<file path="config.mk">
export PLATFORM = sky130hd
export DESIGN_NAME = map_streamer
export DESIGN_NICKNAME = d
export VERILOG_FILES = /design/src/rtl/map_streamer.sv
export SDC_FILE = /design/constraint.sdc
export NUM_CORES = 1
export LEC_CHECK = 0
export BUFFER_PORTS_ARGS = -buffer_cell sky130_fd_sc_hd__buf_2
export CORE_AREA = 2 2 172 174
export DETAILED_ROUTE_END_ITERATION = 16
export DIE_AREA = 0 0 174 176
export GPL_TIMING_DRIVEN = 0
export HOLD_SLACK_MARGIN = 0.12
export PLACE_DENSITY = 0.86
export REMOVE_ABC_BUFFERS = 1
export SKIP_LAST_GASP = 1
export SYNTH_ARGS = -nofsm -noshare
export SYNTH_HDL_FRONTEND = slang
export SYNTH_SLANG_ARGS = --single-unit
export TNS_END_PERCENT = 50
</file>
<file path="constraint.sdc">
create_clock -name clk -period 13.5 [get_ports clk]
set_input_delay 0.675 -clock clk [delete_from_list [all_inputs] [get_ports clk]]
set_output_delay 0.675 -clock clk [all_outputs]
set_load 0.02 [all_outputs]
</file>
<file path="src/rtl/map_streamer.sv">
// rtl/map_streamer.sv - streams run-length map columns from a synchronous ROM on request
// Two-slot column buffer (cur/nxt) refilled by a FETCH/CAPTURE loop while STREAM serves reqs.
module map_streamer #(
  parameter int COL_W  = 100,
  parameter int ADDR_W = 8
) (
  input  logic              clk,
  input  logic              reset,
  input  logic              start,
  input  logic              loop_en,
  input  logic              req,
  output logic [COL_W-1:0]  col_out,
  output logic              col_valid,
  output logic              level_end,
  output logic              underrun,
  output logic              rom_en,
  output logic [ADDR_W-1:0] rom_addr,
  input  logic [COL_W+7:0]  rom_data
);

  typedef enum logic [2:0] {S_IDLE, S_FETCH, S_CAPTURE, S_STREAM, S_END} state_t;

  localparam logic [ADDR_W-1:0] PTR_ONE = {{(ADDR_W-1){1'b0}}, 1'b1};

  state_t             r_state;
  logic [COL_W-1:0]   r_cur_pat;
  logic [COL_W-1:0]   r_nxt_pat;
  logic [7:0]         r_cur_rem;
  logic [7:0]         r_nxt_rem;
  logic               r_term;
  logic [ADDR_W-1:0]  r_ptr;

  logic [7:0]         w_len;
  logic [COL_W-1:0]   w_rom_pat;
  logic               w_serve;
  logic [COL_W-1:0]   w_cur_pat_a;
  logic [7:0]         w_cur_rem_a;
  logic [COL_W-1:0]   w_nxt_pat_a;
  logic [7:0]         w_nxt_rem_a;

  assign w_len     = rom_data[COL_W+7:COL_W];
  assign w_rom_pat = rom_data[COL_W-1:0];
  assign w_serve   = req && (r_state != S_IDLE) && (r_cur_rem != 8'd0);
  assign rom_en    = (r_state == S_FETCH);
  assign rom_addr  = r_ptr;

  // Buffer contents after this cycle's req; capture decisions use these so a
  // column consumed in the same cycle as a capture is never double-counted.
  always_comb begin
    w_cur_pat_a = r_cur_pat;
    w_cur_rem_a = r_cur_rem;
    w_nxt_pat_a = r_nxt_pat;
    w_nxt_rem_a = r_nxt_rem;
    if (w_serve) begin
      if (r_cur_rem == 8'd1) begin
        w_cur_pat_a = r_nxt_pat;
        w_cur_rem_a = r_nxt_rem;
        w_nxt_rem_a = 8'd0;
      end else begin
        w_cur_rem_a = r_cur_rem - 8'd1;
      end
    end
  end

  always_ff @(posedge clk or posedge reset) begin
    if (reset) begin
      r_state   <= S_IDLE;
      r_cur_pat <= '0;
      r_nxt_pat <= '0;
      r_cur_rem <= 8'd0;
      r_nxt_rem <= 8'd0;
      r_term    <= 1'b0;
      r_ptr     <= '0;
      col_out   <= '0;
      col_valid <= 1'b0;
      level_end <= 1'b0;
      underrun  <= 1'b0;
    end else if (start) begin
      r_state   <= S_FETCH;
      r_cur_pat <= '0;
      r_nxt_pat <= '0;
      r_cur_rem <= 8'd0;
      r_nxt_rem <= 8'd0;
      r_term    <= 1'b0;
      r_ptr     <= '0;
      col_valid <= 1'b0;
      level_end <= 1'b0;
      underrun  <= 1'b0;
    end else begin
      col_valid <= 1'b0;
      if (req && r_state != S_IDLE) begin
        col_valid <= 1'b1;
        if (w_serve) begin
          col_out <= r_cur_pat;
        end else begin
          col_out <= '0;
          if (r_state != S_END) underrun <= 1'b1;
        end
      end
      r_cur_pat <= w_cur_pat_a;
      r_cur_rem <= w_cur_rem_a;
      r_nxt_pat <= w_nxt_pat_a;
      r_nxt_rem <= w_nxt_rem_a;
      case (r_state)
        S_IDLE: ;
        S_FETCH: r_state <= S_CAPTURE;
        S_CAPTURE: begin
          if (w_len == 8'd0) begin
            // An entry-0 terminator means an empty map; looping it would spin forever.
            if (loop_en && r_ptr != '0) begin
              r_ptr   <= '0;
              r_state <= S_FETCH;
            end else begin
              r_term  <= 1'b1;
              r_state <= S_STREAM;
            end
          end else begin
            r_ptr <= r_ptr + PTR_ONE;
            if (w_cur_rem_a == 8'd0) begin
              r_cur_pat <= w_rom_pat;
              r_cur_rem <= w_len;
              r_state   <= S_FETCH;
            end else begin
              r_nxt_pat <= w_rom_pat;
              r_nxt_rem <= w_len;
              r_state   <= S_STREAM;
            end
          end
        end
        S_STREAM: begin
          if (r_term) begin
            if (r_cur_rem == 8'd0 && r_nxt_rem == 8'd0) begin
              r_state   <= S_END;
              level_end <= 1'b1;
            end
          end else if (w_nxt_rem_a == 8'd0) begin
            r_state <= S_FETCH;
          end
        end
        S_END: level_end <= 1'b1;
        default: r_state <= S_IDLE;
      endcase
    end
  end

endmodule

</file>
# Word level (Yosys, flattened, before mapping)
# Cells that the tools add are included.
# classes
addsub	2
multipliers	0
div_mod_pow	0
magnitude_cmp	0
n_eq_ne	16
shift	0
muxes	49
bitwise	1
n_reduce_logical	26
# ops
op	n
100-bit 2-to-1 mux	11
8-bit 2-to-1 mux	16
8-bit zero test	5
8-bit nonzero test	2
3-bit 2-to-1 mux	5
3-bit AND reduction	5
1-bit 2-to-1 mux	13
3-bit one-hot mux with 4 select lines	1
3-bit inequality test (second input constant)	3
8-bit by 1-bit adder with 8-bit output (second input constant)	1
8-bit by 1-bit equality test with 1-bit output (second input constant)	1
2-bit inequality test (second input constant)	4
4-bit inequality test (second input constant)	2
2-bit nonzero test	4
8-bit by 1-bit subtractor with 8-bit output (second input constant)	1
3-bit by 2-bit equality test with 1-bit output (second input constant)	2
3-bit nonzero test	2
1-bit logical AND	4
2-bit 2-to-1 mux	2
2-bit AND reduction	2
3-bit by 1-bit equality test with 1-bit output (second input constant)	1
3-bit equality test (second input constant)	1
3-bit zero test	1
3-bit by 2-bit inequality test with 1-bit output (second input constant)	1
4 further kinds	4
# totals
ff_bits	331
latch_bits	0
mem_bits_rw	0
mem_bits_ro	0
out_inout_bits	112
mem_count	0

# Logic depth before layout (Yosys ltp)
# logic_depth
depth_word	9
mapped_depth	13

# Worst setup path before layout
# OpenSTA, ideal clock, no wires.
# synth_path
path_type	flip-flop to flip-flop
from	register r_cur_rem[5]
to	register r_nxt_pat[87]
setup_time_ns	0.069
t_arrival_ns	2.627
t_required_ns	13.431
setup_slack_ns	10.804
path_stages_with_launch	10
path_cell_list	dfrtp_1 or3_4 o311ai_1 o31ai_1 a22oi_2 nand4_2 buf_2 buf_2 or4b_2 nand3_1
# synth_via
elab_chain_len	6
elab_cells_between_ends	9
# synth_rtl
element	line_no	rtl
start, declared	28	logic [7:0] r_cur_rem;
start signal, assigned	101	r_cur_rem <= w_cur_rem_a;
start signal, assigned	121	r_cur_rem <= w_len;
8-bit by 1-bit subtractor with 8-bit output, or another cell as far along	60	w_cur_rem_a = r_cur_rem - 8'd1;
8-bit 2-to-1 mux or 1-bit logical AND (tied branches)	55, 43	
8-bit 2-to-1 mux (*)	54	if (w_serve) begin
8-bit zero test (*)	119	if (w_cur_rem_a == 8'd0) begin
2-bit inequality test (no line) (*)	--	
3-bit AND reduction (no line) (*)	--	
end signal, assigned	102	r_nxt_pat <= w_nxt_pat_a;
end signal, assigned	124	r_nxt_pat <= w_rom_pat;
end, declared	27	logic [COL_W-1:0] r_nxt_pat;
# Every way passes the cells marked *; elsewhere a longest branch is shown, timed or not.
# A chain may end at the register's enable or synchronous reset.

# Worst setup path in the final report
# layout_path
from	register r_cur_rem[5]
to	register r_cur_pat[5]
# layout_via
elab_chain_len	8
elab_cells_between_ends	13
# layout_rtl
element	line_no	rtl
8-bit by 1-bit subtractor with 8-bit output, or another cell as far along	60	
8-bit 2-to-1 mux or 1-bit logical AND (tied branches)	55, 43	
8-bit 2-to-1 mux	54	
8-bit zero test	119	
100-bit 2-to-1 mux	119	
100-bit 2-to-1 mux	108	if (w_len == 8'd0) begin
100-bit 2-to-1 mux (*)	104	case (r_state)
100-bit 2-to-1 mux (*)	78	end else if (start) begin
end signal, assigned	100	r_cur_pat <= w_cur_pat_a;
end signal, assigned	120	r_cur_pat <= w_rom_pat;
end, declared	26	logic [COL_W-1:0] r_cur_pat;
# Marks and branches as above.

==> flow_metrics.tcl <==
set metrics [dict create \
    run_status "finished clean" \
    maxSlewViolCount 0 \
    synth.distinct_cells 51 \
    final.setup.tns_ns 0 \
    gp_congestion 0.8388 \
    slew_headroom_pct 28.19 \
    synth.area.top_cells "dfrtp_1, nand2_1, a311oi_1, a22o_1, a2bb2oi_1" \
    nets 1923 \
    min_path_type "in -> async" \
    yosysMostFrequentCell "nand2_1" \
    routedWlPerCell_um 20.94 \
    drt-total-wl_um 46340 \
    path_class "reg -> reg" \
    cts_inserted_buffers 36 \
    ys_top_cells_by_count "nand2_1, dfrtp_1, clkbuf_1, nor4_1, and3_1" \
    swShare_pct 45.89 \
    timing.fmax_mhz 199.7 \
    period_share_pct 37.10 \
    synth_edf_count 0 \
    finClkSkew_ns 0.01981 \
    avgSynthCellArea_sq_um 9.625 \
    grt_setup_unrepaired "no" \
    syn_area_sq_um 16530 \
    finalHoldViolCount 0 \
    route.detailed.drc 0 \
    coreArea_sq_um 28550 \
    tightest_slew_ns 1.069 \
    dp.cells 2151 \
    worstPathArrival_ns 5.40 \
    fin_cells 2213 \
    seq_power_share_pct 30.8 \
    synth_ff_type "dfrtp_1" \
    synth_top_cell_area_share_pct 50.12 \
    clk_latency_ns 0.51 \
    die_x_um 174 \
    yosysWarnings 0 \
    die_y_um 176 \
    htreeDepth 2 \
    switching_power_mw 1.868 \
    synthArstFlopShare_pct 100.0 \
    drtAntennaViolNets 0 \
    clock-root-buffer "clkbuf_16" \
    portBuffers 224 \
    synth-seq-cells 331 \
    dr.pass1.iters 6 \
    grt_max_degree 122 \
    p_clk_share_pct 23.1 \
    setup_viol_count_final 0 \
    grt_pass1_wl_um 75130 \
    period_needed_ns 5.008 \
    cts_setup_buffers 0 \
    cts_sinks 331 \
    cp_max_fo 67 \
    antenna_found_initial 8 \
    grt_overflow 0 \
    ir_drop_v 0.0002158 \
    dp_hpwl_um 26230 \
    via_per_inst 6.776 \
    cp-start-kind "flop" \
    clk_pin_slew_worst_paths_ns 0.06 \
    endpoint_kind "flop" \
    pwr-share-comb_pct 46.2 \
    required_ns 13.89 \
    synth_top_area_cell "dfrtp_1" \
    first_global_vias 14440 \
    ctsHoldBuffers 0 \
    power_per_cell_area_nw_per_um2 213.7 \
    post_cts_resized 0 \
    p_int_mw 2.203 \
    synthCells 1717 \
    seq_area_frac_synth_pct 50.12 \
    grt_usage_pct 29.49 \
    dieArea_sq_um 30620 \
    vias 15000 \
    clk_path_buf_depth 3 \
    initial_utilization_pct 57.89 \
    tritoncts "built" \
    drt_iter0_markers 1669 \
    cap_violations 0 \
    p_leak_nw 8.682 \
    area_delta_synth_final_pct 15.30 \
    drive_gt1_share_pct 17.10 \
    fp-row-count 62 \
    io_pins 225 \
]
[sequential cells by signal (all words and copies together) (netlist names)]
register,cells
level_end,1
r_cur_rem,8
r_term,1
r_nxt_pat,100
r_state,3
r_cur_pat,100
col_out,100
rom_addr,8
r_nxt_rem,8
underrun,1
col_valid,1
[area by class of cell]
cell class              instances  area [sq um]
fillers                      2169          9493
flip-flops and latches        331          8283
multi-input cells            1166          7377
repair buffers                249          1718
clock buffers                  56          1057
well taps                     384         480.5
inverters                      21         91.34
clock inverters                 2         37.54
diodes                          4         10.01
[final timing paths]
path	start	endpoint	slack [ns]	cells past startpoint
hold / removal	reset	col_out[17]	0.37	2
max in group asynchronous	reset	r_cur_pat[82]	12.09	3
setup reg to reg	r_cur_rem[5]	r_cur_pat[5]	8.49	8
setup / recovery	r_cur_rem[5]	r_cur_pat[5]	8.49	8
min in group clk	rom_data[100]	r_cur_rem[0]	0.47	3
hold reg to reg	r_cur_pat[48]	col_out[48]	0.49	1
[layer usage]
metal | routed length, um | global-route usage, % | vias to the layer above
met5 | 41 | 0 | -
met4 | 1059 | 9.279 | 6
met3 | 3735 | 6.245 | 91
met2 | 22340 | 46.93 | 707
met1 | 19160 | 40.87 | 7499
li1 | - | - | 6693
[critical path: stages, from the launching register on]
cell and delay, ns:
dfrtp_1 0.46, nor3_1 0.90, nand3_1 0.46, a31oi_1 0.47, nand4_4 0.74, buf_16 0.50
or3_4 0.67, buf_16 0.33, a311oi_1 0.32
[metrics by stage]
stage	cell area (sq um)	utilization [%]	total power [mW]	hold WS, ns	setup WS [ns]
floorplan	15690	-	2.169	0.4659	3.657
global placement	17290	60.55	2.211	0.4749	-5.727
detailed placement	17950	62.88	3.104	0.4755	8.621
CTS	19040	66.71	4.047	0.3880	8.575
global route	19050	66.74	4.294	0.4208	8.105
finish	19050	66.75	4.071	0.3668	8.492
[power by group through the flow]
stage | registers, mW | logic (mW) | clock network, mW
finish | 1.25 | 1.88 | 0.939
global placement | 1.18 | 1.03 | 0
floorplan | 1.24 | 0.924 | 0
CTS | 1.25 | 1.85 | 0.950
global route | 1.27 | 2.03 | 0.996
detailed placement | 1.26 | 1.84 | 0
[cell usage in the layout, fill, tap and decap left out, types with 19 or more instances in the layout]
cell type,n
a22o_1,100
a2bb2oi_1,88
a311oi_1,101
and3_1,102
buf_2,223
clkbuf_16,37
dfrtp_1,331
inv_1,19
nand2_1,411
nor4_1,106
o311ai_0,88
[cells by family (layout without fill, tap and decap cells)]
| kind of cell | count (synthesis) | count (layout) | share of synthesized area, % |
|---|---|---|---|
| AO/OA/AOI/OAI | 456 | 456 | 23.34 |
| buffers and inverters | 220 | 328 | 5.565 |
| multiplexers | 2 | 2 | 0.1287 |
| other | 0 | 4 | 0 |
| adder cells (fa/ha/maj) | 5 | 5 | 0.3786 |
| AND/OR/NAND/NOR | 697 | 697 | 20.15 |
| flip-flops | 331 | 331 | 50.12 |
| XOR/XNOR | 6 | 6 | 0.3180 |
Note: power is estimated with default switching activity, not from simulation.
